<file path="config.mk">
export PLATFORM = sky130hd
export DESIGN_NAME = mac_feeder
export DESIGN_NICKNAME = d
export VERILOG_FILES = /design/src/rtl/mac_pkg.sv /design/src/rtl/mac_feed_buf.sv /design/src/rtl/mac_feeder.sv
export SDC_FILE = /design/constraint.sdc
export NUM_CORES = 1
export LEC_CHECK = 0
export ABC_AREA = 1
export BUFFER_PORTS_ARGS = -buffer_cell sky130_fd_sc_hd__buf_2
export CAP_MARGIN = 20
export CORE_MARGIN = 2
export CORE_UTILIZATION = 45
export CTS_CLUSTER_SIZE = 8
export DETAILED_ROUTE_END_ITERATION = 8
export HOLD_SLACK_MARGIN = 0.12
export PLACE_DENSITY = 0.6
export SKIP_CTS_REPAIR_TIMING = 1
export SLEW_MARGIN = 25
export SYNTH_ARGS = -nofsm -noshare
export SYNTH_HDL_FRONTEND = slang
export SYNTH_SLANG_ARGS = --single-unit
</file>
<file path="constraint.sdc">
create_clock -name clk -period 6.9 [get_ports clk]
set_clock_uncertainty 0.05 [all_clocks]
set_input_delay 0.69 -clock clk [delete_from_list [all_inputs] [get_ports clk]]
set_output_delay 0.69 -clock clk [all_outputs]
set_load 0.01 [all_outputs]
</file>
<file path="src/rtl/mac_pkg.sv">
// Shared definitions for the MAC array and its operand feeder.
// Default geometry, feeder FSM encoding and the accumulator width owned by the MAC.
package mac_pkg;

    localparam int DEF_DATA_W = 8;
    localparam int DEF_ROWS   = 8;
    localparam int DEF_DEPTH  = 8;
    localparam int ACC_W      = 24;

    typedef enum logic [2:0] {
        IDLE  = 3'd0,
        CLEAR = 3'd1,
        FEED  = 3'd2,
        DRAIN = 3'd3,
        DONE  = 3'd4
    } feeder_state_t;

endpackage

</file>
<file path="src/rtl/mac_feed_buf.sv">
// A (ROWS x DEPTH) and B (DEPTH) operand register file with one write port.
// Combinational read of B[t] and the skewed diagonal A[r][t-r] for every row.
module mac_feed_buf
    import mac_pkg::*;
#(
    parameter int ROWS   = DEF_ROWS,
    parameter int DEPTH  = DEF_DEPTH,
    parameter int DATA_W = DEF_DATA_W,
    parameter int T_W    = $clog2(DEPTH + ROWS)
) (
    input  logic                     clk,
    input  logic                     rst,
    input  logic                     wr_en_i,
    input  logic                     wr_sel_i,
    input  logic [$clog2(ROWS)-1:0]  wr_row_i,
    input  logic [$clog2(DEPTH)-1:0] wr_idx_i,
    input  logic [DATA_W-1:0]        wr_data_i,
    input  logic [T_W-1:0]           rd_t_i,
    output logic [DATA_W-1:0]        rd_b_o,
    output logic [ROWS*DATA_W-1:0]   rd_a_o
);

    localparam int IDX_W = $clog2(DEPTH);

    logic [DATA_W-1:0] a_q [ROWS][DEPTH];
    logic [DATA_W-1:0] b_q [DEPTH];

    always_ff @(posedge clk) begin
        if (rst) begin
            for (int r = 0; r < ROWS; r++) begin
                for (int k = 0; k < DEPTH; k++) begin
                    a_q[r][k] <= '0;
                end
            end
            for (int k = 0; k < DEPTH; k++) begin
                b_q[k] <= '0;
            end
        end else if (wr_en_i) begin
            if (wr_sel_i) begin
                b_q[wr_idx_i] <= wr_data_i;
            end else begin
                a_q[wr_row_i][wr_idx_i] <= wr_data_i;
            end
        end
    end

    // Row r lags the B wavefront by r cycles, matching one hop per MAC.
    always_comb begin
        rd_b_o = '0;
        rd_a_o = '0;
        if (int'(rd_t_i) < DEPTH) begin
            rd_b_o = b_q[rd_t_i[IDX_W-1:0]];
        end
        for (int r = 0; r < ROWS; r++) begin
            if ((int'(rd_t_i) >= r) && ((int'(rd_t_i) - r) < DEPTH)) begin
                rd_a_o[r*DATA_W +: DATA_W] = a_q[r][IDX_W'(int'(rd_t_i) - r)];
            end
        end
    end

endmodule

</file>
<file path="src/rtl/mac_feeder.sv">
// Operand scheduler for one matrix-vector product on a systolic MAC chain:
// clear all MACs, stream B/enable into the chain head and skewed A per row, then signal done.
module mac_feeder
    import mac_pkg::*;
#(
    parameter int ROWS   = DEF_ROWS,
    parameter int DEPTH  = DEF_DEPTH,
    parameter int DATA_W = DEF_DATA_W
) (
    input  logic                     clk,
    input  logic                     rst,
    input  logic                     wr_en,
    input  logic                     wr_sel,
    input  logic [$clog2(ROWS)-1:0]  wr_row,
    input  logic [$clog2(DEPTH)-1:0] wr_idx,
    input  logic [DATA_W-1:0]        wr_data,
    input  logic                     start,
    output logic                     busy,
    output logic                     done,
    output logic                     clr_out,
    output logic                     en_out,
    output logic [DATA_W-1:0]        b_out,
    output logic [ROWS*DATA_W-1:0]   a_out,
    output feeder_state_t            dbg_state_o
);

    localparam int T_W       = $clog2(DEPTH + ROWS);
    localparam int FEED_LAST = DEPTH + ROWS - 2;

    feeder_state_t state_q, state_d;
    logic [T_W-1:0] t_q, t_d;

    logic                   busy_q, done_q, clr_q, en_q;
    logic [DATA_W-1:0]      bout_q;
    logic [ROWS*DATA_W-1:0] aout_q;

    logic                   buf_wr;
    logic                   feed_d;
    logic [DATA_W-1:0]      rd_b;
    logic [ROWS*DATA_W-1:0] rd_a;

    // The buffer is frozen for the whole run, so a write in the start cycle still lands first.
    assign buf_wr = wr_en && (state_q == IDLE);

    mac_feed_buf #(
        .ROWS   (ROWS),
        .DEPTH  (DEPTH),
        .DATA_W (DATA_W),
        .T_W    (T_W)
    ) u_buf (
        .clk       (clk),
        .rst       (rst),
        .wr_en_i   (buf_wr),
        .wr_sel_i  (wr_sel),
        .wr_row_i  (wr_row),
        .wr_idx_i  (wr_idx),
        .wr_data_i (wr_data),
        .rd_t_i    (t_d),
        .rd_b_o    (rd_b),
        .rd_a_o    (rd_a)
    );

    // t is the feed index in FEED and the drain cycle count in DRAIN.
    always_comb begin
        state_d = state_q;
        t_d     = '0;
        case (state_q)
            IDLE:  if (start) state_d = CLEAR;
            CLEAR: state_d = FEED;
            FEED: begin
                if (t_q == T_W'(FEED_LAST)) state_d = DRAIN;
                else                        t_d = t_q + 1'b1;
            end
            DRAIN: begin
                if (t_q == T_W'(1)) state_d = DONE;
                else                t_d = t_q + 1'b1;
            end
            DONE:    state_d = IDLE;
            default: state_d = IDLE;
        endcase
    end

    assign feed_d = (state_d == FEED);

    // Outputs are registered from the next state so they line up with state_q.
    always_ff @(posedge clk) begin
        if (rst) begin
            state_q <= IDLE;
            t_q     <= '0;
            busy_q  <= 1'b0;
            done_q  <= 1'b0;
            clr_q   <= 1'b0;
            en_q    <= 1'b0;
            bout_q  <= '0;
            aout_q  <= '0;
        end else begin
            state_q <= state_d;
            t_q     <= t_d;
            busy_q  <= (state_d != IDLE);
            done_q  <= (state_d == DONE);
            clr_q   <= (state_d == CLEAR);
            en_q    <= feed_d && (int'(t_d) < DEPTH);
            bout_q  <= feed_d ? rd_b : '0;
            aout_q  <= feed_d ? rd_a : '0;
        end
    end

    assign busy        = busy_q;
    assign done        = done_q;
    assign clr_out     = clr_q;
    assign en_out      = en_q;
    assign b_out       = bout_q;
    assign a_out       = aout_q;
    assign dbg_state_o = state_q;

endmodule

</file>
* Yosys cells after proc, flatten, opt, wreduce, memory -nomap -nowiden
Memories as Yosys holds them, arrays and structs flattened. A register that Yosys moved wholly into a read port is not among the register bits.
Index checks and enable logic that the tools add are counted.
Widths: inputs -> output; s select.
** Operators by class
- $add $sub $neg :: 8
- Magnitude comparators :: 25
- Eq/ne operators :: 8
- Mux-type cells :: 49
- Bitwise logic cells :: 18
- Reduce and logical (&&, ||, !) cells :: 22
** Operators with widths (number)
- $lt 32x5->1 const B :: 7
- $bmux 8 s3 :: 8
- $mux 64 :: 3
- $mux 8 :: 18
- $reduce_or 64->1 :: 1
- $ge 3x4->1 const B :: 8
- $demux 8 s3 :: 1
- $not 3->3 :: 8
- $reduce_or 3->1 :: 8
- $sub 4x3->5 const B :: 4
- $ge 4x3->1 const B :: 4
- $mux 3 :: 5
- $pmux 3 s4 :: 1
- $logic_and 1x1->1 :: 10
- $mux 1 :: 10
- $sub 4x2->5 const B :: 2
- $eq 3x2->1 const B :: 3
- $not 1->1 :: 9
- $ge 4x2->1 const B :: 2
- $mux 4 :: 2
- $pmux 4 s2 :: 1
- $reduce_or 8->1 :: 1
- $eq 3x1->1 const B :: 2
- $sub 4x1->5 const B :: 1
- other kinds (11) :: 11
** Storage, ports and cells
- Register bits :: 75
- Memory bits (writable) :: 576
- Bits of input ports :: 19
- Output and inout port bits :: 79
- Memories kept :: 2
** Memory list
- u_buf.a_q :: words 8, bits a word 64, rd ports 8, clocked after Yosys merged registers in 0, write ports 8, RTL line mac_feed_buf.sv:25 : logic [DATA_W-1:0] a_q [ROWS][DEPTH];
- u_buf.b_q :: words 8, bits a word 8, rd ports 1, clocked after Yosys merged registers in 1, write ports 8, RTL line mac_feed_buf.sv:26 : logic [DATA_W-1:0] b_q [DEPTH];

* Depth between registers and ports, before layout
- Word-level depth :: 8
- Depth in mapped cells :: 18

* Cells and area by module
Synthesis repeated with hierarchy kept, for this count alone.
** Unflattened totals
- Cells, all modules :: 3299
- Area, all modules :: 30265.3 um^2
** By module, submodules not included
- mac_feed_buf :: instances 1, cells each 3004, area an instance 27463.8 um^2, seq. area each 17296.6 um^2
- mac_feeder :: instances 1, cells each 295, area an instance 2801.4 um^2, seq. area each 1661.6 um^2

* Worst setup path after synthesis
OpenSTA, ideal clock, no wires.
- Path kind :: register to register
- Start :: register t_q[0]
- End :: register aout_q[10], in the netlist a_out[10]
- Library setup time :: 0.069 ns
- Data arrival time :: 2.810 ns
- Slack :: 3.970 ns
- Cell stages (with the launch flop) :: 19
- Path buffers :: 6
- Clock period less this slack :: 2.930 ns
- Cells stage by stage :: dfxtp_1 inv_2 buf_2 nor2_2 nand2_1 nand2_1 nand2_1 nand2_1 buf_2 buf_1 ha_1 clkbuf_1 inv_1 clkbuf_1 buf_1 nand3_1 nand3_1 nand2_1 nor2_1
** On the way
- Word-level cells in the longest chain between the ends :: 8
** RTL lines
- start, declared :: RTL line mac_feeder.sv:31 : logic [T_W-1:0] t_q, t_d;
- start signal, assigned :: RTL line mac_feeder.sv:98 : t_q <= t_d;
- $add 4x1->4 (tied with other cells) :: RTL line mac_feeder.sv:72, mac_feeder.sv:76
- $mux 4 (on tied branches) :: RTL line mac_feeder.sv:75, mac_feeder.sv:71
- $pmux 4 s2 (*) :: RTL line mac_feeder.sv:67 : case (state_q)
- via t_d[1] :: RTL line mac_feeder.sv:31
- $sub 4x1->5 :: RTL line mac_feed_buf.sv:55 : if ((int'(rd_t_i) >= r) && ((int'(rd_t_i) - r) < DEPTH)) begin
- $lt 32x5->1 / $not 3->3 (equally long branches) :: RTL line mac_feed_buf.sv:55, mac_feed_buf.sv:56
- $logic_and 1x1->1 / $bmux 8 s3 (equally long branches) :: RTL line mac_feed_buf.sv:55, mac_feed_buf.sv:56
- $not 1->1 (no source line) / $mux 8 (equally long branches)
- $reduce_or 3->1 (no source line) / $mux 8 (equally long branches)
- end signal, assigned :: RTL line mac_feeder.sv:104 : aout_q <= feed_d ? rd_a : '0;
- end, declared :: RTL line mac_feeder.sv:35 : logic [ROWS*DATA_W-1:0] aout_q;
Mark *: on every way through the listed nets, which the timed path passes. The rest lies on a longest branch. The select of a mux whose other input is x is not followed.
A chain may end at the register's enable or synchronous reset.

* Worst setup path in the final report
- Start :: register state_q[2], in the netlist dbg_state_o[2]
- End :: register aout_q[13], in the netlist a_out[13]
** On the way
- Word-level cells in the longest chain between the ends :: 7
** RTL lines
- start, declared :: RTL line mac_feeder.sv:30 : feeder_state_t state_q, state_d;
- start signal, assigned :: RTL line mac_feeder.sv:97 : state_q <= state_d;
- $eq 3x2->1 :: RTL line mac_feeder.sv:67
- $pmux 4 s2 :: RTL line mac_feeder.sv:67
- $sub 4x1->5 :: RTL line mac_feed_buf.sv:55
- $lt 32x5->1 / $not 3->3 (equally long branches) :: RTL line mac_feed_buf.sv:55, mac_feed_buf.sv:56
- $logic_and 1x1->1 / $bmux 8 s3 (equally long branches) :: RTL line mac_feed_buf.sv:55, mac_feed_buf.sv:56
- $not 1->1 (no source line) / $mux 8 (equally long branches)
- $reduce_or 3->1 (no source line) / $mux 8 (equally long branches)
Parallel ways exist; a longest one is shown, timed or not. The select of a mux whose other input is x is not followed.

==> out/metrics.yaml <==
die-area_mm2: 0.0697
whs_ns: 0.290
hold_depth: 3
power.density_mw_per_mm2: 277
die_height_um: 264
die_x_um: 264
grt_max_degree: 245
io_pins: 98
cts.sinks: 659
crit_chain: "nor2_1, nand2_2, buf_4, nand2_4, ha_2, buf_4, clkinv_2, nand3_1, nand3_1, nand2_1, nor2_1"
cp-startpoint: "dbg_state_o[2]"
synth_area_mm2: 0.0304
area_growth_pct: 12.6
rows: 95
grt_overflow: 0
coreArea_mm2: 0.0670
synth_cell_types: 25
reg2reg_setup_slack_ns: 1.94
run_status: "finished, final reports clean"
yosysWarnings: 0
layout_commonest_cell: "nor2_1"
synth_seq_cells: 659
netlist_instances: 3368
drv_cap: 0
syn_avg_cell_area_um2: 9.03
gp_congestion: 0.820
timing_worst_setup_path_type: "register to register"
ys_seq_area_share_pct: 62.3
place_area_mm2: 0.0315
cts.path.max_buffers: 3
start_util_pct: 45.4
fin_crit_ns: 4.96
clk_pin_slew_ns: 0.05
htree_levels: 3
final.setup.tns_ns: 0
r2r.worst_path.cells: 11
dr.pass1.iters: 6
clock_latency_ns: 0.64
final.period_utilization_pct: 71.9
rsz0062_at_grt: "no"
via_count: 22300
place_ws_ns: 2.36
timing.rr.start: "dbg_state_o[2]"
slowest_delay_ns: 0.95
cts_made_buffers: 92
maxSlewHeadroom_pct: 28.3
cp_max_fo: 78
min_path_type: "input pin to register"
viasPerCell: 5.12
fin_util_pct: 51.1
rr_endpoint: "a_out[13]"
start_kind: "register"
cts-root-buf: "clkbuf_16"
cp.required_ns: 7.35
fin_ws_ns: 1.94
grt_pass1_vias: 21600
maxSlewViolCount: 0
cts_tree: "yes"
drtIter0Drc: 2077
tightestPinTransition_ns: 1.07
final_net_count: 3429
timing.fmax_mhz: 201
grt_pass1_wl_mm: 127
finalSetupViolCount: 0
route.detailed.drc: 0
ir_worst_vdd_mv: 0.158
grt_usage_pct: 23.9
cp_slowest_cell: "clkinv_2"
wl_per_cell_um: 19.2
antenna_found_initial: 1
arrival_ns: 5.41
mostFrequentLayoutCells: "793 x nor2_1, 691 x nand2_1, 576 x edfxtp_1"
synth.net_count: 3398
endpoint: "a_out[13]"
dpl.hpwl_mm: 49.0
stdcell_area_mm2: 0.0342
endpoint_kind: "register"
drive_gt1_share_pct: 9.60
portBuffers: 97
finalWirelength_mm: 83.5
leakage_nw: 14.7
drtAntennaViolNets: 0
hold_violations: 0
cell usage after synthesis:
cell	n	area [µm²]
nor3_2	8	80.1
ha_1	11	138
nand2_1	695	2610
nor2_1	793	2980
inv_1	433	1630
dfxtp_1	83	1660
nand4_1	10	62.6
nand2_2	65	407
a21oi_2	1	8.76
o21ai_0	65	325
and3_1	1	6.26
nor3_1	2	10.0
buf_2	53	265
nor4_4	8	170
nor2_2	3	18.8
buf_1	12	45.0
clkbuf_1	124	465
nor3_4	1	16.3
edfxtp_1	576	17300
nor2_4	1	11.3
nand3_1	345	1730
a21oi_1	18	90.1
inv_2	12	45.0
nand3b_1	47	353
nand4_2	1	12.5
cells by family (layout without fill, tap and decap cells):
logic type / Yosys count / in the layout / share of synthesized area [%]
AND/OR/NAND/NOR: 1980 / 1980 / 27.8
flip-flops: 659 / 659 / 62.3
buffers and inverters: 634 / 744 / 8.04
AO/OA/AOI/OAI: 84 / 84 / 1.39
adder cells (fa/ha/maj): 11 / 11 / 0.452
other: 0 / 1 / 0
report_power, final:
part | total [mW] | switching (mW) | leakage [nW] | internal (mW)
sequential | 4.48 | 0.0328 | 6.67 | 4.45
clock | 4.24 | 1.69 | 1.27 | 2.55
combinational | 0.755 | 0.574 | 6.77 | 0.181
worst max-delay path: cells and delay by family (launching register included):
kind / cells / cell delay, ns
flip-flops: 1 / 0.45
AND/OR/NAND/NOR: 7 / 1.41
adder cells (fa/ha/maj): 1 / 0.59
buffers and inverters: 3 / 2.11
worst min path at each step:
stage                     to  slack, ns              from
floorplan           a_out[0]       0.53  u_buf.a_q[0][48]
global placement    a_out[1]       0.54  u_buf.a_q[0][49]
detailed placement  a_out[1]       0.56  u_buf.a_q[0][49]
CTS                  clr_out       0.28             start
global route         clr_out       0.29             start
finish               clr_out       0.29             start
metal layers:
layer / GRT usage, % / wire (µm)
met1: 32.8 / 36400
met2: 38.5 / 39300
met3: 3.75 / 5300
met4: 8.92 / 2550
met5: 0 / 13
cell type report:
type                            count  area (µm²)
Sequential cell                   659       19000
Clock buffer                      168        2630
Tap cell                          873        1090
Inverter                          445        1680
Multi-Input combinational cell   2075        9080
Clock inverter                      5        61.3
Timing Repair Buffer              126         739
Fill cell                        6260       32800
Antenna cell                        1        2.50
per-stage QoR:
| step | total power [mW] | cells |
|---|---|---|
| 2_1_floorplan | 5.07 | 3368 |
| 4_1_cts | 9.53 | 4350 |
| 3_5_place_dp | 5.31 | 4177 |
| 3_3_place_gp | 5.30 | 4177 |
| 5_1_grt | 9.80 | 4351 |
| 6_report | 9.48 | 4352 |
registers in the layout, indices dropped and copies added (netlist names):
signal	count
en_out	1
u_buf.a_q	512
busy	1
b_out	8
t_q	4
done	1
a_out	64
clr_out	1
dbg_state_o	3
u_buf.b_q	64
Note: power is estimated with default switching activity, not from simulation.
